**src/rtl/alu_pkg.sv**
```systemverilog
// Shared ALU control encodings, rv32i opcode/funct constants and immediate
// extraction helpers for the ALU issue stage.
package alu_pkg;

    typedef enum logic [3:0] {
        ALU_AND  = 4'b0000,
        ALU_OR   = 4'b0001,
        ALU_ADD  = 4'b0010,
        ALU_SUB  = 4'b0110,
        ALU_NONE = 4'b1111
    } alu_op_t;

    localparam logic [6:0] OP_R      = 7'b0110011;
    localparam logic [6:0] OP_IMM    = 7'b0010011;
    localparam logic [6:0] OP_LOAD   = 7'b0000011;
    localparam logic [6:0] OP_STORE  = 7'b0100011;
    localparam logic [6:0] OP_BRANCH = 7'b1100011;

    localparam logic [6:0] F7_BASE = 7'b0000000;
    localparam logic [6:0] F7_ALT  = 7'b0100000;

    localparam logic [2:0] F3_ADD = 3'b000;
    localparam logic [2:0] F3_BNE = 3'b001;
    localparam logic [2:0] F3_OR  = 3'b110;
    localparam logic [2:0] F3_AND = 3'b111;

    function automatic logic [11:0] immI(input logic [31:0] instr);
        return instr[31:20];
    endfunction

    function automatic logic [11:0] immS(input logic [31:0] instr);
        return {instr[31:25], instr[11:7]};
    endfunction

endpackage

```
**src/rtl/alu_op_decode.sv**
```systemverilog
// Combinational decode of an rv32i word into ALU control, the selected
// immediate and an illegal flag for anything outside AND/OR/ADD/SUB.
module alu_op_decode
    import alu_pkg::*;
#(
    parameter int XLEN = 32
) (
    input  logic [31:0]     i_instr,
    output alu_op_t         o_aluOp,
    output logic [XLEN-1:0] o_imm,
    output logic            o_useImm,
    output logic            o_illegal
);

    logic [6:0]      w_opcode;
    logic [2:0]      w_funct3;
    logic [6:0]      w_funct7;
    logic [XLEN-1:0] w_immI;
    logic [XLEN-1:0] w_immS;
    logic            w_unusedRs1Idx;

    assign w_opcode = i_instr[6:0];
    assign w_funct3 = i_instr[14:12];
    assign w_funct7 = i_instr[31:25];

    // Arithmetic sign extension of the 12-bit immediates to the datapath width
    assign w_immI = {{(XLEN-12){i_instr[31]}}, immI(i_instr)};
    assign w_immS = {{(XLEN-12){i_instr[31]}}, immS(i_instr)};

    // The rs1 index is resolved by the register file before this stage
    assign w_unusedRs1Idx = ^i_instr[19:15];

    always_comb begin
        o_aluOp   = ALU_NONE;
        o_imm     = w_immI;
        o_useImm  = 1'b0;
        o_illegal = 1'b1;

        case (w_opcode)
            OP_R: begin
                if (w_funct3 == F3_ADD && w_funct7 == F7_BASE) begin
                    o_aluOp   = ALU_ADD;
                    o_illegal = 1'b0;
                end else if (w_funct3 == F3_ADD && w_funct7 == F7_ALT) begin
                    o_aluOp   = ALU_SUB;
                    o_illegal = 1'b0;
                end else if (w_funct3 == F3_AND && w_funct7 == F7_BASE) begin
                    o_aluOp   = ALU_AND;
                    o_illegal = 1'b0;
                end else if (w_funct3 == F3_OR && w_funct7 == F7_BASE) begin
                    o_aluOp   = ALU_OR;
                    o_illegal = 1'b0;
                end
            end
            OP_IMM: begin
                case (w_funct3)
                    F3_ADD: begin
                        o_aluOp   = ALU_ADD;
                        o_useImm  = 1'b1;
                        o_illegal = 1'b0;
                    end
                    F3_AND: begin
                        o_aluOp   = ALU_AND;
                        o_useImm  = 1'b1;
                        o_illegal = 1'b0;
                    end
                    F3_OR: begin
                        o_aluOp   = ALU_OR;
                        o_useImm  = 1'b1;
                        o_illegal = 1'b0;
                    end
                    default: begin
                        o_aluOp   = ALU_NONE;
                        o_illegal = 1'b1;
                    end
                endcase
            end
            // Loads and stores only need the address adder
            OP_LOAD: begin
                o_aluOp   = ALU_ADD;
                o_useImm  = 1'b1;
                o_illegal = 1'b0;
            end
            OP_STORE: begin
                o_aluOp   = ALU_ADD;
                o_imm     = w_immS;
                o_useImm  = 1'b1;
                o_illegal = 1'b0;
            end
            OP_BRANCH: begin
                if (w_funct3 == F3_ADD || w_funct3 == F3_BNE) begin
                    o_aluOp   = ALU_SUB;
                    o_illegal = 1'b0;
                end
            end
            default: begin
                o_aluOp   = ALU_NONE;
                o_illegal = 1'b1;
            end
        endcase
    end

endmodule

```
**src/rtl/alu_issue_stage.sv**
```systemverilog
// One-entry valid/ready issue register feeding the ALU: decodes the incoming
// instruction, muxes operand B and holds the payload under backpressure.
module alu_issue_stage
    import alu_pkg::*;
#(
    parameter int XLEN = 32
) (
    input  logic            clk,
    input  logic            rst_n,
    input  logic            in_valid,
    output logic            in_ready,
    input  logic [31:0]     instr,
    input  logic [XLEN-1:0] rs1_data,
    input  logic [XLEN-1:0] rs2_data,
    input  logic            flush,
    output logic            out_valid,
    input  logic            out_ready,
    output logic [3:0]      alu_op,
    output logic [XLEN-1:0] in_a,
    output logic [XLEN-1:0] in_b,
    output logic [4:0]      rd,
    output logic            illegal
);

    alu_op_t         w_aluOp;
    logic [XLEN-1:0] w_imm;
    logic            w_useImm;
    logic            w_illegal;
    logic [XLEN-1:0] w_opB;
    logic            w_inReady;
    logic            w_load;

    logic            r_outValid;
    alu_op_t         r_aluOp;
    logic [XLEN-1:0] r_inA;
    logic [XLEN-1:0] r_inB;
    logic [4:0]      r_rd;
    logic            r_illegal;

    alu_op_decode #(
        .XLEN (XLEN)
    ) u_decode (
        .i_instr   (instr),
        .o_aluOp   (w_aluOp),
        .o_imm     (w_imm),
        .o_useImm  (w_useImm),
        .o_illegal (w_illegal)
    );

    assign w_opB     = w_useImm ? w_imm : rs2_data;
    assign w_inReady = !r_outValid || out_ready;
    assign w_load    = in_valid && w_inReady && !flush;

    // Flush wins over load and drain; payload may go stale once invalidated
    always_ff @(posedge clk) begin
        if (!rst_n) begin
            r_outValid <= 1'b0;
            r_aluOp    <= ALU_NONE;
            r_inA      <= '0;
            r_inB      <= '0;
            r_rd       <= '0;
            r_illegal  <= 1'b0;
        end else if (flush) begin
            r_outValid <= 1'b0;
        end else if (w_load) begin
            r_outValid <= 1'b1;
            r_aluOp    <= w_aluOp;
            r_inA      <= rs1_data;
            r_inB      <= w_opB;
            r_rd       <= instr[11:7];
            r_illegal  <= w_illegal;
        end else if (out_ready) begin
            r_outValid <= 1'b0;
        end
    end

    assign in_ready  = w_inReady;
    assign out_valid = r_outValid;
    assign alu_op    = r_aluOp;
    assign in_a      = r_inA;
    assign in_b      = r_inB;
    assign rd        = r_rd;
    assign illegal   = r_illegal;

endmodule

```
**config.mk**
```make
export PLATFORM = sky130hd
export DESIGN_NAME = alu_issue_stage
export DESIGN_NICKNAME = d
export VERILOG_FILES = /design/src/rtl/alu_pkg.sv /design/src/rtl/alu_op_decode.sv /design/src/rtl/alu_issue_stage.sv
export SDC_FILE = /design/constraint.sdc
export NUM_CORES = 1
export LEC_CHECK = 0
export CORE_AREA = 4 4 97 99
export DETAILED_ROUTE_END_ITERATION = 10
export DIE_AREA = 0 0 101 103
export PLACE_DENSITY = 0.94
export REMOVE_ABC_BUFFERS = 1
export SLEW_MARGIN = 0
export SYNTH_ARGS = -nofsm -noshare
export SYNTH_HDL_FRONTEND = slang
export SYNTH_HIERARCHICAL = 1
export SYNTH_SLANG_ARGS = --single-unit
```
**constraint.sdc**
```tcl
create_clock -name clk -period 2.5 [get_ports clk]
set_input_delay 0.25 -clock clk [delete_from_list [all_inputs] [get_ports clk]]
set_output_delay 0.25 -clock clk [all_outputs]
set_load 0.02 [all_outputs]
```
; After elaboration in Yosys (flattened, before gate mapping)
; Cells that the tools add are included.
[classes]
eq_ne = 9
mux = 20
n_bitwise = 2
n_reduce_logical = 17
[op_table]
columns = cell, n
row1 = $mux W32, 1
row2 = $eq A7 B6 Y1 const B, 3
row3 = $mux W4, 5
row4 = $pmux W4 S4, 1
row5 = $pmux W4 S3, 1
row6 = $mux W1, 9
row7 = $eq A7 B2 Y1 const B, 1
row8 = $eq A7 B5 Y1 const B, 1
row9 = $eq A7 B7 Y1 const B, 1
row10 = $logic_not A7 Y1, 1
row11 = $eq A3 B3 Y1 const B, 2
row12 = $logic_and A1 B1 Y1, 6
row13 = $mux W5, 1
row14 = $pmux W1 S4, 1
row15 = $reduce_or A2 Y1, 2
row16 = $eq A3 B1 Y1 const B, 1
row17 = $logic_not A3 Y1, 1
row18 = $reduce_or A3 Y1, 1
row19 = $logic_not A1 Y1, 2
row20 = $logic_or A1 B1 Y1, 2
row21 = $not A1 Y1, 2
row22 = $pmux W1 S2, 1
row23 = $reduce_and A2 Y1, 1
row24 = $reduce_bool A2 Y1, 1
[word_totals]
register_bits = 75
in_bits = 101
elab_cells = 54

; Longest topological paths before layout
[depth]
depth_word = 7
mapped_depth = 9

; By module
; Netlist, hierarchy kept.
[by_module_without_submodules]
columns = mod, instances, cells_per_inst, area_each_um2
row1 = alu_issue_stage, 1, 344, 3223.1
row2 = alu_op_decode, 1, 70, 484.2

; Least setup slack after synthesis
; No wires, ideal clock.
[synth_timing]
kind = in2reg
from = input port instr[14]
to = register r_inB[11], in the netlist in_b[11]
setup_time_ns = 0.145
arrival_ns = 1.640
path_slack_ns = 0.715
cell_stages = 8
n_path_buf = 2
cell_sequence = nor3_1 nor2_1 o21a_1 nor2_1 buf_4 buf_2 mux2i_1 a211oi_2
[synth_between]
elab_chain_cells = 5
elab_cells_between_ends = 7
cone_classes = eq/ne (2) / mux (3) / reduce/logical (2)
[synth_rtl]
columns = element, line
row1 = "start, declared", alu_issue_stage.sv:12  ; input logic [31:0] instr,
row2 = $eq A3 B3 Y1 / $logic_not A3 Y1 (equally long branches), alu_op_decode.sv:56  ; case (w_funct3)
row3 = $reduce_or A3 Y1 (no line) *, n/a
row4 = $mux W1 *, alu_op_decode.sv:56
row5 = $pmux W1 S2 *, alu_op_decode.sv:39  ; case (w_opcode)
row6 = net w_useImm, alu_issue_stage.sv:27  ; logic w_useImm;
row7 = $mux W32 *, alu_issue_stage.sv:50  ; assign w_opB = w_useImm ? w_imm : rs2_data;
row8 = "end signal, assigned", alu_issue_stage.sv:69  ; r_inB <= w_opB;
row9 = "end, declared", alu_issue_stage.sv:36  ; logic [XLEN-1:0] r_inB;
; Mark *: on every way through the listed nets, which the timed path passes. The rest lies on a longest branch.
; A chain may end at the register's enable or synchronous reset.

; Final worst setup path
[layout_timing]
from = input port instr[14]
to = register r_inB[22], in the netlist in_b[22]
; Same word-level chain as after synthesis.

==> results_dict.tcl <==
set metrics [dict create \
    drive_gt1_share_pct 10.8 \
    critPathLaunchType "primary input" \
    synth_area_leaders "dfxtp_1 (40%), a21oi_1 (8.6%), mux2i_1 (8.6%)" \
    vias 3567 \
    synth_fa_ha_area_share_pct 0 \
    die_height_um 103 \
    outcome "completed" \
    htreeDepth 3 \
    synthXorXnorAreaFrac_pct 0 \
    p_clk_share_pct 29.8 \
    crit_start "instr[14]" \
    clk_pin_slew_ps 80 \
    synth_warnings 6 \
    holdBufCountCts 0 \
    clock-sinks 75 \
    synth_top_area_cell "dfxtp_1" \
    worst_slack_ps 392 \
    yosysTopAreaCellShare_pct 40.5 \
    min_path_cells 3 \
    leakagePower_nw 1.77 \
    cts_root_buf "clkbuf_8" \
    syn2layout_area_growth_pct 45.3 \
    die_w_um 101 \
    drc 0 \
    antenna_cells 0 \
    ir_worst_vdd_mv 0.269 \
    drt-pass1-iter-count 4 \
    r2r_cells 3 \
    synth_most_common_cell "dfxtp_1" \
    slew_headroom_pct 38.1 \
    synth-edff-count 0 \
    drt_iter0_markers 102 \
    min_period_over_period_pct 84.3 \
    portBuffers 171 \
    cts_tree "done" \
    path_class "in -> reg" \
    layout_min_cycle_time_ps 2110 \
    min_path_type "in -> reg" \
    p_sw_w 0.000768 \
    sw_frac_of_total_pct 27.7 \
    globalRoute.totalOverflow 0 \
    viasPerCell 5.51 \
    antenna_found_initial 0 \
    max_cap_viol_count 0 \
    rows 34 \
    postSynthCellCount 414 \
    rr_endpoint "in_b[25]$_SDFFE_PN0P_" \
    worst_pin_slew_ps 926 \
    yosys_most_used_dff "dfxtp_1" \
    synth_compound_area_share_pct 26.4 \
    maxSlewViolCount 0 \
    core_um2 8550 \
    critPathRequiredTime_ps 2670 \
    die_area_um2 10400 \
    nNetsFinal 637 \
    worst_setup_path_end_kind "register" \
    synth_simple_gate_area_share_pct 10.7 \
    finalHoldViolCount 0 \
    clock_skew_ps 9.63 \
    pre_cts_ws_ps 95.9 \
    grt_pass1_vias 3614 \
    combPwrFrac_pct 23.3 \
    wl_per_cell_um 17.7 \
    start_util_pct 43.4 \
    seqPwrFrac_pct 46.9 \
    p_total_w 0.00277 \
    crit_end "in_b[22]$_SDFFE_PN0P_" \
    grt_pass1_wl_um 17900 \
    ctsResizeCount 0 \
    r2r_slack_ps 870 \
    rsz0062_at_grt "false" \
    drtAntennaViolNets 0 \
    ios 177 \
    avgSynthCellArea_um2 8.95 \
    p_int_w 0.00200 \
    powerDensity_nw_per_um2 515 \
    worstSkewPairLatency_ps 330 \
    fmax_ghz 0.474 \
    cts_buffers 9 \
    synth.cell_area_um2 3710 \
    finalWirelength_um 11500 \
    ys_top_cells_by_count "dfxtp_1 (75), a21oi_1 (64), nand3_1 (47)" \
    synth_top_family_by_area "compound AO/OA/AOI/OAI gates" \
    synth-async-reset-ratio_pct 0 \
    grt_usage_pct 21.5 \
    grt_max_degree 44 \
    ys_types 35 \
    cts_buffer_depth 2 \
    synth_mux_area_share_pct 10.2 \
    cp.arrival_ps 2270 \
    gp_congestion 0.789 \
    r2r-start "out_valid$_SDFFE_PP0P_" \
    whs_ps 477 \
    hpwlAfterDp_um 8200 \
    post-cts-setup-buffer-count 0 \
    path_max_fanout 32 \
    ys_ff_latch 75 \
    yosysSeqAreaShare_pct 40.5 \
    setup_viol 0 \
]
[registers in the layout, indices dropped and copies added (netlist names)]
name,count
alu_op,4
in_b,32
illegal,1
out_valid,1
in_a,32
rd,5
[final cells by class]
type / count / area, um^2
fillers: 743 / 3160
repair buffers: 180 / 1800
multi-input cells: 267 / 1770
flip-flops and latches: 75 / 1500
clock buffers: 12 / 155
well taps: 108 / 135
clock inverters: 2 / 12.5
inverters: 3 / 11.3
[layout by cell type, fill, tap and decap left out, types with 3 or more instances in the layout]
master / instances
a211oi_1: 19
a211oi_2: 13
a21oi_1: 64
a21oi_2: 10
buf_4: 7
clkbuf_8: 11
clkdlybuf4s50_1: 171
dfxtp_1: 75
mux2_2: 5
mux2i_1: 32
nand3_1: 47
nor2_1: 9
nor3_1: 3
o21ai_0: 38
o21ai_1: 6
[cell families after synthesis]
group,count (synthesis)
buffers and inverters,72
AO/OA/AOI/OAI,156
flip-flops,75
multiplexers,37
AND/OR/NAND/NOR,74
[power by group through the flow]
stage	combinational [W]	sequential [W]	clock (W)
3_5_place_dp	0.000645	0.00133	0
6_report	0.000645	0.00130	0.000827
3_3_place_gp	0.000626	0.00132	0
2_1_floorplan	0.000193	0.00141	0
5_1_grt	0.000690	0.00131	0.000906
4_1_cts	0.000648	0.00130	0.000859
[stage by stage]
stage          instance area [um^2]  utilization (%)  setup TNS, ps  instances
2_1_floorplan                  3260                -         -54470        345
3_3_place_gp                   5220             61.0              0        633
3_5_place_dp                   5220             61.0              0        633
4_1_cts                        5390             63.0              0        647
5_1_grt                        5390             63.0              0        647
6_report                       5390             63.0              0        647
[layer usage]
metal  share of wire, %  track usage (%)  vias up
met1                 40             24.4     1660
met5                  0                0        -
met3                9.1             6.50       22
met2                 49             38.2      166
met4                1.9             7.57        0
li1                   -                -     1719
[critical path, stage by stage]
cell and delay (ps):
clkdlybuf4s50_1 440, nor3_1 470, nor2_1 140, o21a_1 230, nor2_4 110, buf_12 250
mux2i_1 270, a211oi_2 90
[how the worst min path moves through the flow]
stage                          start                      to  slack (ps)
2_1_floorplan                  rst_n  alu_op[0]$_SDFFE_PN1P_         320
3_3_place_gp   in_a[12]$_SDFFE_PN0P_   in_a[12]$_SDFFE_PN0P_         460
3_5_place_dp   in_a[30]$_SDFFE_PN0P_   in_a[30]$_SDFFE_PN0P_         470
4_1_cts                 rs1_data[28]   in_a[28]$_SDFFE_PN0P_         460
5_1_grt                 rs1_data[13]   in_a[13]$_SDFFE_PN0P_         470
6_report                rs1_data[22]   in_a[22]$_SDFFE_PN0P_         480
No activity file was read; power rests on OpenSTA's default activity.
